### src/rtl/spi_pkg.sv
// -----------------------------------------------------------------------------
// spi_pkg
// Definitions shared between the SPI write controller and the peripheral side:
// controller state encoding, frame geometry and the frame builder.
//   FRAME_W  : bits per SPI frame (R/W flag + address + data)
//   ADDR_W   : register address width
//   DATA_W   : register data width
//   RW_WRITE : value of the frame MSB that marks a write
// -----------------------------------------------------------------------------
package spi_pkg;

   localparam int unsigned FRAME_W  = 16;
   localparam int unsigned ADDR_W   = 7;
   localparam int unsigned DATA_W   = 8;
   localparam logic        RW_WRITE = 1'b1;

   typedef enum logic [2:0] {
      ST_IDLE  = 3'd0,
      ST_SETUP = 3'd1,
      ST_SHIFT = 3'd2,
      ST_HOLD  = 3'd3,
      ST_GAP   = 3'd4
   } spi_state_t;

   // Frame layout, MSB first on the wire: {R/W, address, data}.
   function automatic logic [FRAME_W-1:0] build_frame(
      input logic [ADDR_W-1:0] addr,
      input logic [DATA_W-1:0] data
   );
      return {RW_WRITE, addr, data};
   endfunction

endpackage

### src/rtl/spi_tick_gen.sv
// -----------------------------------------------------------------------------
// spi_tick_gen
// Half-period timer for the SPI controller. o_tick is high on the last of
// every CLK_DIV clk cycles; i_clr restarts the count so that every state
// starts a fresh, full-length half-period.
//   clk     : system clock
//   rst_n   : asynchronous active-low reset
//   i_clr   : restart the count from zero on the next edge
//   o_tick  : high during the final cycle of a half-period
// -----------------------------------------------------------------------------
module spi_tick_gen #(
   parameter int unsigned CLK_DIV = 4
) (
   input  logic clk,
   input  logic rst_n,
   input  logic i_clr,
   output logic o_tick
);

   localparam logic [7:0] LP_LAST = 8'(CLK_DIV - 1);

   logic [7:0] r_cnt;

   assign o_tick = (r_cnt == LP_LAST);

   always_ff @(posedge clk or negedge rst_n) begin
      if (!rst_n) begin
         r_cnt <= '0;
      end else if (i_clr || o_tick) begin
         r_cnt <= '0;
      end else begin
         r_cnt <= r_cnt + 8'd1;
      end
   end

endmodule

### src/rtl/spi_controller.sv
// -----------------------------------------------------------------------------
// spi_controller
// Single-write SPI master (mode 0, MSB first). Each accepted request becomes
// one 16-bit frame {1'b1, addr, data}: SETUP, 16 SCLK pulses, HOLD, then a GAP
// with nCS high before the next request can be taken.
//   clk       : system clock, all state on the rising edge
//   rst_n     : asynchronous active-low reset
//   req_valid : write request present
//   req_ready : controller idle and able to accept
//   req_addr  : 7-bit target register address (not range-checked)
//   req_data  : byte to write
//   busy      : high from accept until back in IDLE
//   done      : one-cycle pulse on the first cycle nCS is high after a frame
//   SCLK      : SPI clock, idle low
//   COPI      : serial data to the peripheral
//   nCS       : chip select, active low
// -----------------------------------------------------------------------------
module spi_controller
   import spi_pkg::*;
#(
   parameter int unsigned CLK_DIV = 4
) (
   input  logic              clk,
   input  logic              rst_n,
   input  logic              req_valid,
   output logic              req_ready,
   input  logic [ADDR_W-1:0] req_addr,
   input  logic [DATA_W-1:0] req_data,
   output logic              busy,
   output logic              done,
   output logic              SCLK,
   output logic              COPI,
   output logic              nCS
);

   spi_state_t         r_state, w_state_nxt;
   logic [FRAME_W-1:0] r_frame, w_frame_nxt;
   logic [3:0]         r_bit,   w_bit_nxt;
   logic               r_sclk,  w_sclk_nxt;
   logic               r_copi,  w_copi_nxt;
   logic               r_ncs,   w_ncs_nxt;
   logic               r_done,  w_done_nxt;
   logic               r_busy,  w_busy_nxt;
   logic               r_ready, w_ready_nxt;
   logic               w_tick;
   logic               w_clr;
   logic [3:0]         w_idx;

   // Any state change restarts the half-period timer.
   assign w_clr = (w_state_nxt != r_state);

   spi_tick_gen #(
      .CLK_DIV (CLK_DIV)
   ) u_tick_gen (
      .clk    (clk),
      .rst_n  (rst_n),
      .i_clr  (w_clr),
      .o_tick (w_tick)
   );

   // Frame index of the bit that follows bit r_bit (bit 0 of the count is
   // frame bit 15).
   assign w_idx = 4'd14 - r_bit;

   always_comb begin
      w_state_nxt = r_state;
      w_frame_nxt = r_frame;
      w_bit_nxt   = r_bit;
      w_sclk_nxt  = 1'b0;
      w_copi_nxt  = 1'b0;
      w_ncs_nxt   = 1'b1;
      w_done_nxt  = 1'b0;
      w_busy_nxt  = r_busy;
      w_ready_nxt = r_ready;
      case (r_state)
         ST_IDLE: begin
            if (req_valid && r_ready) begin
               w_state_nxt = ST_SETUP;
               w_frame_nxt = build_frame(req_addr, req_data);
               w_bit_nxt   = '0;
               w_ncs_nxt   = 1'b0;
               w_copi_nxt  = w_frame_nxt[FRAME_W-1];
               w_busy_nxt  = 1'b1;
               w_ready_nxt = 1'b0;
            end
         end
         ST_SETUP: begin
            w_ncs_nxt  = 1'b0;
            w_copi_nxt = r_frame[FRAME_W-1];
            if (w_tick) begin
               w_state_nxt = ST_SHIFT;
               w_sclk_nxt  = 1'b1;
            end
         end
         ST_SHIFT: begin
            // r_sclk doubles as the phase flag: high phase vs low phase.
            w_ncs_nxt  = 1'b0;
            w_sclk_nxt = r_sclk;
            w_copi_nxt = r_copi;
            if (w_tick) begin
               if (r_sclk) begin
                  w_sclk_nxt = 1'b0;
                  if (r_bit == 4'd15) begin
                     // Last high phase done; COPI stays on bit 0 into HOLD.
                     w_state_nxt = ST_HOLD;
                  end else begin
                     w_copi_nxt = r_frame[w_idx];
                     w_bit_nxt  = r_bit + 4'd1;
                  end
               end else begin
                  w_sclk_nxt = 1'b1;
               end
            end
         end
         ST_HOLD: begin
            w_ncs_nxt  = 1'b0;
            w_copi_nxt = r_copi;
            if (w_tick) begin
               w_state_nxt = ST_GAP;
               w_ncs_nxt   = 1'b1;
               w_copi_nxt  = 1'b0;
               w_done_nxt  = 1'b1;
            end
         end
         ST_GAP: begin
            if (w_tick) begin
               w_state_nxt = ST_IDLE;
               w_busy_nxt  = 1'b0;
               w_ready_nxt = 1'b1;
            end
         end
         default: begin
            w_state_nxt = ST_IDLE;
            w_busy_nxt  = 1'b0;
            w_ready_nxt = 1'b1;
         end
      endcase
   end

   always_ff @(posedge clk or negedge rst_n) begin
      if (!rst_n) begin
         r_state <= ST_IDLE;
         r_frame <= '0;
         r_bit   <= '0;
         r_sclk  <= 1'b0;
         r_copi  <= 1'b0;
         r_ncs   <= 1'b1;
         r_done  <= 1'b0;
         r_busy  <= 1'b0;
         r_ready <= 1'b1;
      end else begin
         r_state <= w_state_nxt;
         r_frame <= w_frame_nxt;
         r_bit   <= w_bit_nxt;
         r_sclk  <= w_sclk_nxt;
         r_copi  <= w_copi_nxt;
         r_ncs   <= w_ncs_nxt;
         r_done  <= w_done_nxt;
         r_busy  <= w_busy_nxt;
         r_ready <= w_ready_nxt;
      end
   end

   assign req_ready = r_ready;
   assign busy      = r_busy;
   assign done      = r_done;
   assign SCLK      = r_sclk;
   assign COPI      = r_copi;
   assign nCS       = r_ncs;

endmodule

### config.mk
export PLATFORM = sky130hd
export DESIGN_NAME = spi_controller
export DESIGN_NICKNAME = d
export VERILOG_FILES = /design/src/rtl/spi_pkg.sv /design/src/rtl/spi_tick_gen.sv /design/src/rtl/spi_controller.sv
export SDC_FILE = /design/constraint.sdc
export NUM_CORES = 1
export LEC_CHECK = 0
export CORE_MARGIN = 8
export CORE_UTILIZATION = 54
export CTS_CLUSTER_SIZE = 8
export DETAILED_ROUTE_END_ITERATION = 10
export PLACE_DENSITY = 0.86
export SETUP_SLACK_MARGIN = 0.1
export SLEW_MARGIN = 25
export SYNTH_ARGS = -nofsm -noshare
export SYNTH_HDL_FRONTEND = slang
export SYNTH_SLANG_ARGS = --single-unit
### constraint.sdc
create_clock -name clk -period 2.26 [get_ports clk]
set_input_delay 0.452 -clock clk [delete_from_list [all_inputs] [get_ports clk]]
set_output_delay 0.452 -clock clk [all_outputs]
set_load 0.05 [all_outputs]
==> flow_summary.ini <==
[setup_path]
path_cells = clkdlybuf4s50_1
critical-path-top-delay-family = buffers and inverters
reg2regPathDepth = 6
required_ps = 1810
crit_slowest_cell = clkdlybuf4s50_1
setup.worst_path.class = flop to output pin
critPathLaunchType = flop
path_depth = 1
setup.worst_path.end_class = output pin
cp_num_buf_inv = 1
crit_fanout = 1
cp_slowest_stage_delay_ps = 790
arrival_ps = 1660

[synth]
synth_top_flop_cell = dfrtp_1
synth_area_sq_um = 1794
yosys_register_bits = 37
synth.distinct_cells = 42
synth_edf_count = 0
syn_avg_cell_area_sq_um = 10.08
yosys_warnings = 0
postSynthCellCount = 178
synth-async-reset-ratio = 1.000
yosysSeqAreaShare = 0.5174
syn_nets = 198

[layout]
ff_latch_area_sq_um = 929.6
fillers = 265
drive_gt1_frac = 0.1564
synthToLayoutAreaGrowth_pct = 21.41
final_area_sq_um = 2178
final_nets = 230
multiInputGateArea_sq_um = 824.5
layout_commonest_cell = nand2_1
layout_common_cells = nand2_1, dfrtp_1, clkdlybuf4s50_1
diodes = 0

[routing]
drc = 0
first_iter_violations = 125
viasPerCell = 5.323
routed_wl_microns = 3519
ant_nets = 0
dr_total_vias = 1368
wl_per_cell_microns = 13.69
first_pass_iters = 4

[floorplanning]
coreArea_sq_um = 3258
die_w_microns = 73.64
start_util = 0.5507
fp-row-count = 21
dieArea_sq_um = 5423
pin_count = 24
die_height_microns = 73.64

[place]
dp_hpwl_microns = 2453
io_buffer_count = 23
routabilityCongestion = 0.8198
placed_cell_area_sq_um = 2096

[worst_hold_path]
hold_class = flop to flop
hold_depth = 2

[global_route]
grt_pass1_vias = 1324
grt_use_total = 0.1411
antenna_found_initial = 0
grt_max_degree = 38
grt_pass1_wl_microns = 5837
gr-total-overflow = 0

[sta]
final.min_clock_period_ps = 2116
final.setup.tns_ps = 0
fmax_mhz = 472.5
finalHoldViolations = 0
worst_slew_pin_slew_ps = 507.0
fin_crit_sh = 0.9364
rsz0062_at_grt = true
fin_skew_ps = 9.391
setup-violations-final = 0
slew_headroom = 0.6614
drv_slew = 0

[pwr]
p_leak_uw = 0.001078
powerDensity_nw_per_um2 = 475.3
peakVddDrop_mv = 0.3356

[clock_tree]
numCtsBuffers = 5
tritoncts = done
clock_sinks = 37
cts_buffer_depth = 2
clkTransAtPathRegs_ps = 110
clk_latency_ps = 340
cts-root-buf = clkbuf_4
htreeDepth = 2
hold_buffers = 0

[flow_run]
cap_violations = 0

[outcome]
outcome = finished clean
-- worst paths after layout --
path / from / slack [ps] / to
min: r_frame[13] / 480 / r_frame[13]
max reg2reg: u_tick_gen.r_cnt[1] / 150 / r_bit[3]
max: nCS / 140 / nCS
min in group asynchronous: rst_n / 510 / r_frame[11]
min reg2reg: r_frame[13] / 480 / r_frame[13]
max in group asynchronous: rst_n / 1390 / req_ready
-- flip-flops by register name, indices dropped and copies added (netlist names) --
signal            count
SCLK                  1
r_bit                 4
done                  1
r_state               3
u_tick_gen.r_cnt      8
r_frame              16
nCS                   1
COPI                  1
busy                  1
req_ready             1
-- stage by stage --
stage / util / worst slack, ps / power (uW) / hold slack [ps] / std cells
2_1_floorplan: - / 218.9 / 675.1 / 156.4 / 178
3_3_place_gp: 0.6432 / 229.2 / 718.1 / 456.3 / 247
3_5_place_dp: 0.6432 / 103.6 / 718.4 / 461.7 / 247
4_1_cts: 0.6601 / 114.9 / 1042 / 485.4 / 256
5_1_grt: 0.6686 / 43.11 / 1073 / 496.6 / 257
6_report: 0.6686 / 143.8 / 1035 / 478.2 / 257
-- layout make-up --
type,instances,share of cell area
flip-flops and latches,37,0.4268
multi-input cells,130,0.3785
repair buffers,33,0.1407
well taps,46,0.02642
clock buffers,8,0.02240
inverters,3,0.005169
-- cell usage after synthesis (all sizes together), types with 2 or more instances --
master / count / area, sq um
xor2: 8 / 70.07
nand2b: 2 / 12.51
or2: 3 / 21.27
clkbuf: 5 / 18.77
inv: 3 / 11.26
buf: 3 / 27.52
dfstp: 2 / 52.55
a21oi: 5 / 28.78
nand2: 51 / 198.9
ha: 2 / 25.02
nand3: 9 / 45.04
dfrtp: 35 / 875.8
nand4: 3 / 18.77
mux4: 5 / 112.6
nor2: 16 / 60.06
and3: 4 / 25.02
-- logic make-up after synthesis --
logic type                 after synthesis  synth area share
DFF                                     37            0.5174
and+or+nand+nor                         94            0.2462
xor gates and xnor gates                 9           0.04394
AOI/OAI and AO/OA                       18           0.07184
buffers and inverters                   11           0.03208
muxes                                    7           0.07462
adders and majority gates                2           0.01394
-- repair_timing --
action / in CTS / in global routing
pin swaps: 1 / 2
endpoints found under the setup margin: 2 / 6
resized for setup: 1 / 5
buffers inserted: 1 / 1
-- where the power goes --
part	switching (uW)	total, uW	internal (uW)	leakage, uW
combinational	15.9	42.7	26.8	0.000569
clock	207	331	124	0.0000265
sequential	0	662	662	0.000483
-- metal layers --
layer | GRT usage | wire [microns]
met2 | 0.2205 | 1745
met5 | 0 | 0
met4 | 0.07317 | 99
met1 | 0.1707 | 1521
met3 | 0.04229 | 151
(Power assumes the default switching activity.)
